===== src/rtl/uart_rxq_pkg.sv =====
`default_nettype none
// ============================================================================
//  Module  : uart_rxq_pkg
//  Brief   : Shared constants and byte type for the UART receive queue.
//  Rev     : 1.0  initial release
// ============================================================================
package uart_rxq_pkg;

    localparam int UART_BYTE_W         = 8;
    localparam int DEFAULT_DEPTH       = 4;
    localparam int DEFAULT_IDLE_CYCLES = 32;

    typedef logic [UART_BYTE_W-1:0] uart_byte_t;

endpackage
`default_nettype wire


===== src/rtl/uart_rxq_fifo.sv =====
`default_nettype none
// ============================================================================
//  Module  : uart_rxq_fifo
//  Brief   : Synchronous byte FIFO, async reset, combinational head read.
//  Rev     : 1.0  initial release
// ============================================================================
module uart_rxq_fifo
    import uart_rxq_pkg::*;
#(
    parameter int DEPTH = DEFAULT_DEPTH,
    parameter int AW    = $clog2(DEPTH)
) (
    input  logic         clk,
    input  logic         rst_n,
    input  logic         push,
    input  uart_byte_t   wr_data,
    input  logic         pop,
    output uart_byte_t   rd_data,
    output logic         full,
    output logic         empty,
    output logic [AW:0]  level
);

    localparam logic [AW-1:0] c_ptr_one  = AW'(1);
    localparam logic [AW:0]   c_lvl_one  = (AW+1)'(1);
    localparam logic [AW:0]   c_lvl_full = (AW+1)'(DEPTH);

    uart_byte_t    r_mem [DEPTH];
    logic [AW-1:0] r_wr_ptr;
    logic [AW-1:0] r_rd_ptr;
    logic [AW:0]   r_level;
    logic          w_do_push;
    logic          w_do_pop;

    assign full    = (r_level == c_lvl_full);
    assign empty   = (r_level == '0);
    assign level   = r_level;
    assign rd_data = r_mem[r_rd_ptr];

    // A pop in the same cycle frees the slot, so a push at full is still accepted.
    assign w_do_pop  = pop & ~empty;
    assign w_do_push = push & (~full | w_do_pop);

    always_ff @(posedge clk or negedge rst_n) begin
        if (!rst_n) begin
            for (int i = 0; i < DEPTH; i++) r_mem[i] <= '0;
            r_wr_ptr <= '0;
            r_rd_ptr <= '0;
            r_level  <= '0;
        end else begin
            if (w_do_push) begin
                r_mem[r_wr_ptr] <= wr_data;
                r_wr_ptr        <= r_wr_ptr + c_ptr_one;
            end
            if (w_do_pop) r_rd_ptr <= r_rd_ptr + c_ptr_one;
            case ({w_do_push, w_do_pop})
                2'b10:   r_level <= r_level + c_lvl_one;
                2'b01:   r_level <= r_level - c_lvl_one;
                default: r_level <= r_level;
            endcase
        end
    end

endmodule
`default_nettype wire


===== src/rtl/uart_rx_queue.sv =====
`default_nettype none
// ============================================================================
//  Module  : uart_rx_queue
//  Brief   : Edge-captures receiver bytes into a FIFO with valid/ready output,
//            sticky overrun, and optional idle detect (UART_RXQ_IDLE_EN).
//  Rev     : 1.0  initial release
// ============================================================================
module uart_rx_queue
    import uart_rxq_pkg::*;
#(
    parameter int DEPTH       = DEFAULT_DEPTH,
    parameter int IDLE_CYCLES = DEFAULT_IDLE_CYCLES
) (
    input  logic                     clk,
    input  logic                     rst_n,
    input  logic                     rx_rdy,
    input  uart_byte_t               rx_data,
    output logic                     m_valid,
    output uart_byte_t               m_data,
    input  logic                     m_ready,
    output logic [$clog2(DEPTH):0]   level,
    output logic                     overrun,
    input  logic                     clr_overrun
`ifdef UART_RXQ_IDLE_EN
    ,
    output logic                     idle
`endif
);

    logic r_rdy_q;
    logic r_overrun;
    logic w_cap;
    logic w_pop;
    logic w_full;
    logic w_empty;
    logic w_drop;

    // Resetting to 1 suppresses a capture from a rdy held high across reset.
    always_ff @(posedge clk or negedge rst_n) begin
        if (!rst_n) r_rdy_q <= 1'b1;
        else        r_rdy_q <= rx_rdy;
    end

    assign w_cap   = rx_rdy & ~r_rdy_q;
    assign m_valid = ~w_empty;
    assign w_pop   = m_valid & m_ready;
    assign w_drop  = w_cap & w_full & ~w_pop;

    uart_rxq_fifo #(
        .DEPTH (DEPTH)
    ) u_fifo (
        .clk     (clk),
        .rst_n   (rst_n),
        .push    (w_cap),
        .wr_data (rx_data),
        .pop     (w_pop),
        .rd_data (m_data),
        .full    (w_full),
        .empty   (w_empty),
        .level   (level)
    );

    always_ff @(posedge clk or negedge rst_n) begin
        if (!rst_n)           r_overrun <= 1'b0;
        else if (w_drop)      r_overrun <= 1'b1;
        else if (clr_overrun) r_overrun <= 1'b0;
    end

    assign overrun = r_overrun;

`ifdef UART_RXQ_IDLE_EN
    localparam int            CW         = $clog2(IDLE_CYCLES + 1);
    localparam logic [CW-1:0] c_idle_max = CW'(IDLE_CYCLES);
    localparam logic [CW-1:0] c_cnt_one  = CW'(1);

    logic [CW-1:0] r_idle_cnt;

    always_ff @(posedge clk or negedge rst_n) begin
        if (!rst_n)                       r_idle_cnt <= c_idle_max;
        else if (w_cap)                   r_idle_cnt <= '0;
        else if (r_idle_cnt != c_idle_max) r_idle_cnt <= r_idle_cnt + c_cnt_one;
    end

    assign idle = (r_idle_cnt == c_idle_max);
`else
    logic [31:0] w_unused_idle_cfg;
    assign w_unused_idle_cfg = 32'(IDLE_CYCLES);
`endif

endmodule
`default_nettype wire

===== config.mk =====
export PLATFORM = sky130hd
export DESIGN_NAME = uart_rx_queue
export DESIGN_NICKNAME = d
export VERILOG_FILES = /design/src/rtl/uart_rxq_pkg.sv /design/src/rtl/uart_rxq_fifo.sv /design/src/rtl/uart_rx_queue.sv
export SDC_FILE = /design/constraint.sdc
export NUM_CORES = 1
export LEC_CHECK = 0
export CORE_MARGIN = 4
export CORE_UTILIZATION = 48
export DETAILED_ROUTE_END_ITERATION = 8
export HOLD_SLACK_MARGIN = 0.06
export PLACE_DENSITY = 0.71
export SYNTH_ARGS = -nofsm -noshare
export SYNTH_HDL_FRONTEND = slang
export SYNTH_SLANG_ARGS = --single-unit

===== constraint.sdc =====
create_clock -name clk -period 5.5 [get_ports clk]
set_input_delay 1.1 -clock clk [delete_from_list [all_inputs] [get_ports clk]]
set_output_delay 1.1 -clock clk [all_outputs]
set_load 0.1 [all_outputs]

Word level (Yosys, flattened, before mapping)
Cells that the tools add are included.

word-level totals
  flip-flop bits (word level) = 41
  word-level logic and storage cells = 45

operators by class
  add/sub/neg operators = 4
  $lt $le $gt $ge = 3
  equal/unequal tests = 3
  muxes and demuxes = 9
  bitwise gates (word level) = 13
  reduce and logical (&&, ||, !) cells = 4

operators by type and width
  cell                 count
  $bwmux 32            1
  $mux 8               3
  $bmux 8 s2           1
  $demux 8 s2          1
  $and 1x1->1          6
  $ge 3x3->1 const B   2
  $not 2->3            2
  $pmux 3 s2           1
  $add 2x1->2 const B  2
  $not 1->1            4
  $reduce_bool 2->1    2
  $add 3x1->3 const B  1
  $eq 3x3->1 const B   1
  $logic_not 3->1      1
  $lt 3x1->1 const B   1
  $sub 3x1->3 const B  1
  $eq 2x1->1 const B   1
  $eq 2x2->1 const B   1
  $mux 1               2
  $logic_and 1x1->1    1
  $or 1x1->1           1

Longest topological paths before layout
  word-level depth = 8
  depth in mapped cells = 7
  mapped depth without buffers = 7

By module
Synthesis repeated with hierarchy kept, for this count alone.

unflattened totals
  cell total of the unflattened synthesis = 123
  area total of the unflattened synthesis = 1894.3 um^2

by module, submodules not included
  module         times used  cells an instance  area an instance (um^2)
  uart_rxq_fifo  1           115                1801.7
  uart_rx_queue  1           8                  92.6

Least setup slack after synthesis
Ideal clock, no wire load.

  path kind = register to output
  from = reg u_fifo.r_level[1], in the netlist u_fifo.level[1]
  to = out m_valid
  arrival = 1659 ps
  slack = 2741 ps
  cell stages (with the launch flop) = 2
  cell sequence = dfrtp_1 or3_2

between the ends
  cells in the longest elaborated chain, start to end = 2

ends and longest elaborated chain
  item                    line                 text
  from (decl)             uart_rxq_fifo.sv:31  logic [AW:0] r_level;
  from (signal assigned)  uart_rxq_fifo.sv:57  2'b10: r_level <= r_level + c_lvl_one;
  from (signal assigned)  uart_rxq_fifo.sv:58  2'b01: r_level <= r_level - c_lvl_one;
  from (signal assigned)  uart_rxq_fifo.sv:59  default: r_level <= r_level;
  $logic_not 3->1         uart_rxq_fifo.sv:36  assign empty = (r_level == '0);
  $not 1->1               uart_rx_queue.sv:45  assign m_valid = ~w_empty;
  to (decl)               uart_rx_queue.sv:18  output logic m_valid,

No other way between the ends.

Worst setup path after layout
  from = reg u_fifo.r_rd_ptr[0]
  to = out m_data[1]

between the ends
  cells in the longest elaborated chain, start to end = 4

ends and longest elaborated chain
  item                                        line                 text
  from (decl)                                 uart_rxq_fifo.sv:30  logic [AW-1:0] r_rd_ptr;
  from (signal assigned)                      uart_rxq_fifo.sv:55  if (w_do_pop) r_rd_ptr <= r_rd_ptr + c_ptr_one;
  $not 2->3 (not written as such)             uart_rxq_fifo.sv:38  assign rd_data = r_mem[r_rd_ptr];
  $bmux 8 s2                                  uart_rxq_fifo.sv:38
  $mux 8 (not written as such) (2 in series)  uart_rxq_fifo.sv:38
  to (decl)                                   uart_rx_queue.sv:19  output uart_byte_t m_data,

No other way between the ends. The select of a mux whose other input is x is not followed.

==> reports/qor.yml <==
grt:
  grt_pass1_wl_um: 6380
  gr-usage-met3_pct: 5.34
  met2_usage_pct: 24.6
  antenna_found_initial: 0
  grt_usage_pct: 15.9
  grt_start_max_net_pins: 42
  grt_pass1_vias: 1210
  busiest_layer: "met2"
  overflow: 0
  use_met1_pct: 20.8
floorplanning:
  dieArea_mm2: 0.00545
  die_y_um: 73.8
  core_area_mm2: 0.00409
  io_pins: 26
  die_x_um: 73.8
  start_util_pct: 50.9
  fp-row-count: 23
clock_tree:
  postCtsSetupRepairBufs: 0
  insertion_delay_ns: 0.30
  cts_buffer_depth: 2
  cts-root-buf: "clkbuf_8"
  cts_resized: 0
  path_clk_slew_ns: 0.08
  cts_tree: "built"
  postCtsHoldBufs: 0
  htree_levels: 2
  cts_buffers: 5
  clock-sinks: 41
worst_hold_path:
  hold_class: "reg -> reg"
detailed_routing:
  route.detailed.drc: 0
  drtIter0Drc: 55
  vias: 1118
  route.detailed.wl_per_inst_um: 17.9
  dr.pass1.iters: 4
  avgViaCountPerCell: 5.40
  detail-route-antenna-nets: 0
  drt_wl_total_um: 3710
setup_path:
  path_cells: "mux4_2, clkdlybuf4s50_1"
  start_kind: "flip-flop"
  crit_buf_inv: 1
  slowest_stage: "clkdlybuf4s50_1"
  endpoint_kind: "primary output"
  worstSetupPathType: "reg -> out"
  critPathMaxFanout: 10
  cpPeakStageDelay_ns: 0.98
  cp_data_required_time_ns: 4.40
  arrival_ns: 2.58
  cp_top_family: "buffers and inverters"
timing:
  relSlewSlack_pct: 35.0
  rsz0062_at_grt: "false"
  period_needed_ns: 3.68
  finalSetupTns_ns: 0
  finalCritPeriodShare_pct: 66.9
  tightest_slew_ns: 0.972
  fmax_mhz: 272
  hold_viol: 0
  setup_viol: 0
  finClkSkew_ns: 0.0131
  slew_violations: 0
final_layout:
  layout.nets: 174
  diodes: 0
  area_growth_pct: 20.0
  drive_above_1_share_pct: 36.9
yosys:
  netlist_area_mm2: 0.00208
  yosysWarnings: 0
  syn-num-nets: 145
  syn_area_per_cell_um2: 16.4
  synth.yosys.seq_area_share_pct: 49.4
  yosysUniqueCellTypes: 27
  syn_inst: 127
  ys_seq_elements: 41
placement:
  port-buffer-count: 25
  finalWeightedCongestion: 0.820
  hpwlAfterDp_um: 2580
run_status:
  status: "finished clean"
flow_run:
  maxCapViolCount: 0
## state kept, by name, indices dropped and copies added (netlist names)
register / count
u_fifo.r_wr_ptr: 2
overrun: 1
u_fifo.r_rd_ptr: 2
u_fifo.level: 3
u_fifo.r_mem: 32
r_rdy_q: 1
## cells in the mapped netlist, drive strengths merged
library cell / count / area share, %
a21boi: 1 / 0.36
a21oi: 2 / 0.48
and2: 1 / 0.42
buf: 3 / 1.4
dfrtp: 40 / 48
dfstp: 1 / 1.3
fa: 1 / 0.96
ha: 4 / 2.4
inv: 6 / 1.1
mux2: 32 / 23
mux4: 8 / 8.7
nand2: 9 / 4.8
nand2b: 2 / 0.60
nand3: 1 / 0.24
nor2: 1 / 0.18
nor2b: 1 / 0.30
o21ai: 1 / 0.24
o221ai: 2 / 0.84
o22ai: 2 / 0.60
o31a: 1 / 0.48
or3: 1 / 0.36
or4b: 1 / 0.66
xnor2: 4 / 1.7
xor2: 2 / 0.84
## worst register-to-register path, delay by kind of cell, from the launching register on
family,cells,cell delay (ns)
flip-flops,1,0.47
multiplexers,1,0.31
AND/OR/NAND/NOR,3,1.01
## cell usage in the layout (no fill, tap or decap), types with 2 or more instances in the layout
cell type | netlist | routed
mux2_4 | 32 | 32
inv_1 | 6 | 6
mux4_2 | 8 | 8
a21oi_1 | 2 | 2
o221ai_1 | 2 | 2
ha_1 | 4 | 4
xor2_1 | 2 | 2
nand2_8 | 4 | 4
clkdlybuf4s50_1 | 0 | 24
clkbuf_8 | 0 | 5
xnor2_1 | 4 | 4
nand2b_1 | 2 | 2
nand2_1 | 5 | 5
bufinv_16 | 0 | 2
dfrtp_1 | 40 | 40
o22ai_1 | 2 | 2
## per-stage QoR
step / instance area, µm² / std cells / setup slack [ns] / hold slack (ns) / util, %
floorplan: 2080 / 127 / 2.74 / 0.476 / -
global placement: 2360 / 199 / 2.11 / 0.488 / 57.7
detailed placement: 2360 / 199 / 2.12 / 0.494 / 57.7
CTS: 2500 / 207 / 1.78 / 0.516 / 61.1
global route: 2500 / 207 / 1.71 / 0.521 / 61.1
finish: 2500 / 207 / 1.82 / 0.514 / 61.1
## cell type report
| cell class | count | area, µm² |
|---|---|---|
| well taps | 50 | 62.6 |
| clock buffers | 5 | 68.8 |
| repair buffers | 25 | 245 |
| inverters | 6 | 22.5 |
| flip-flops and latches | 41 | 1030 |
| fillers | 307 | 1590 |
| clock inverters | 3 | 68.8 |
| multi-input cells | 77 | 1000 |
## kinds of logic after synthesis
kind of cell             synth area share [%]
AO/OA/AOI/OAI                            3.01
flip-flops                               49.4
AND/OR/NAND/NOR                          7.52
XOR/XNOR                                 2.53
multiplexers                             31.7
adder cells (fa/ha/maj)                  3.37
buffers and inverters                    2.46
## path summary, 6_finish.rpt
kind                       cells past startpoint                           start  slack (ns)                        endpoint
max                                            2  u_fifo.r_rd_ptr[0]$_DFFE_PN0P_        1.82                       m_data[1]
min                                            1    u_fifo.r_mem[27]$_DFFE_PN0P_        0.51    u_fifo.r_mem[27]$_DFFE_PN0P_
max reg2reg                                    4     u_fifo.level[1]$_DFFE_PN0P_        3.60    u_fifo.r_mem[17]$_DFFE_PN0P_
min reg2reg                                    1    u_fifo.r_mem[27]$_DFFE_PN0P_        0.51    u_fifo.r_mem[27]$_DFFE_PN0P_
max in group asynchronous                      1                           rst_n        3.99  u_fifo.r_wr_ptr[1]$_DFFE_PN0P_
min in group asynchronous                      1                           rst_n        0.92    u_fifo.r_mem[21]$_DFFE_PN0P_
## layer usage
metal / routed length (µm) / vias up
li1: - / 512
met5: 0 / -
met3: 161 / 7
met2: 1760 / 23
met4: 57 / 0
met1: 1740 / 576
Power is not shown: default switching activity piles up to over one toggle a cycle in this logic, so the estimate is an artifact.
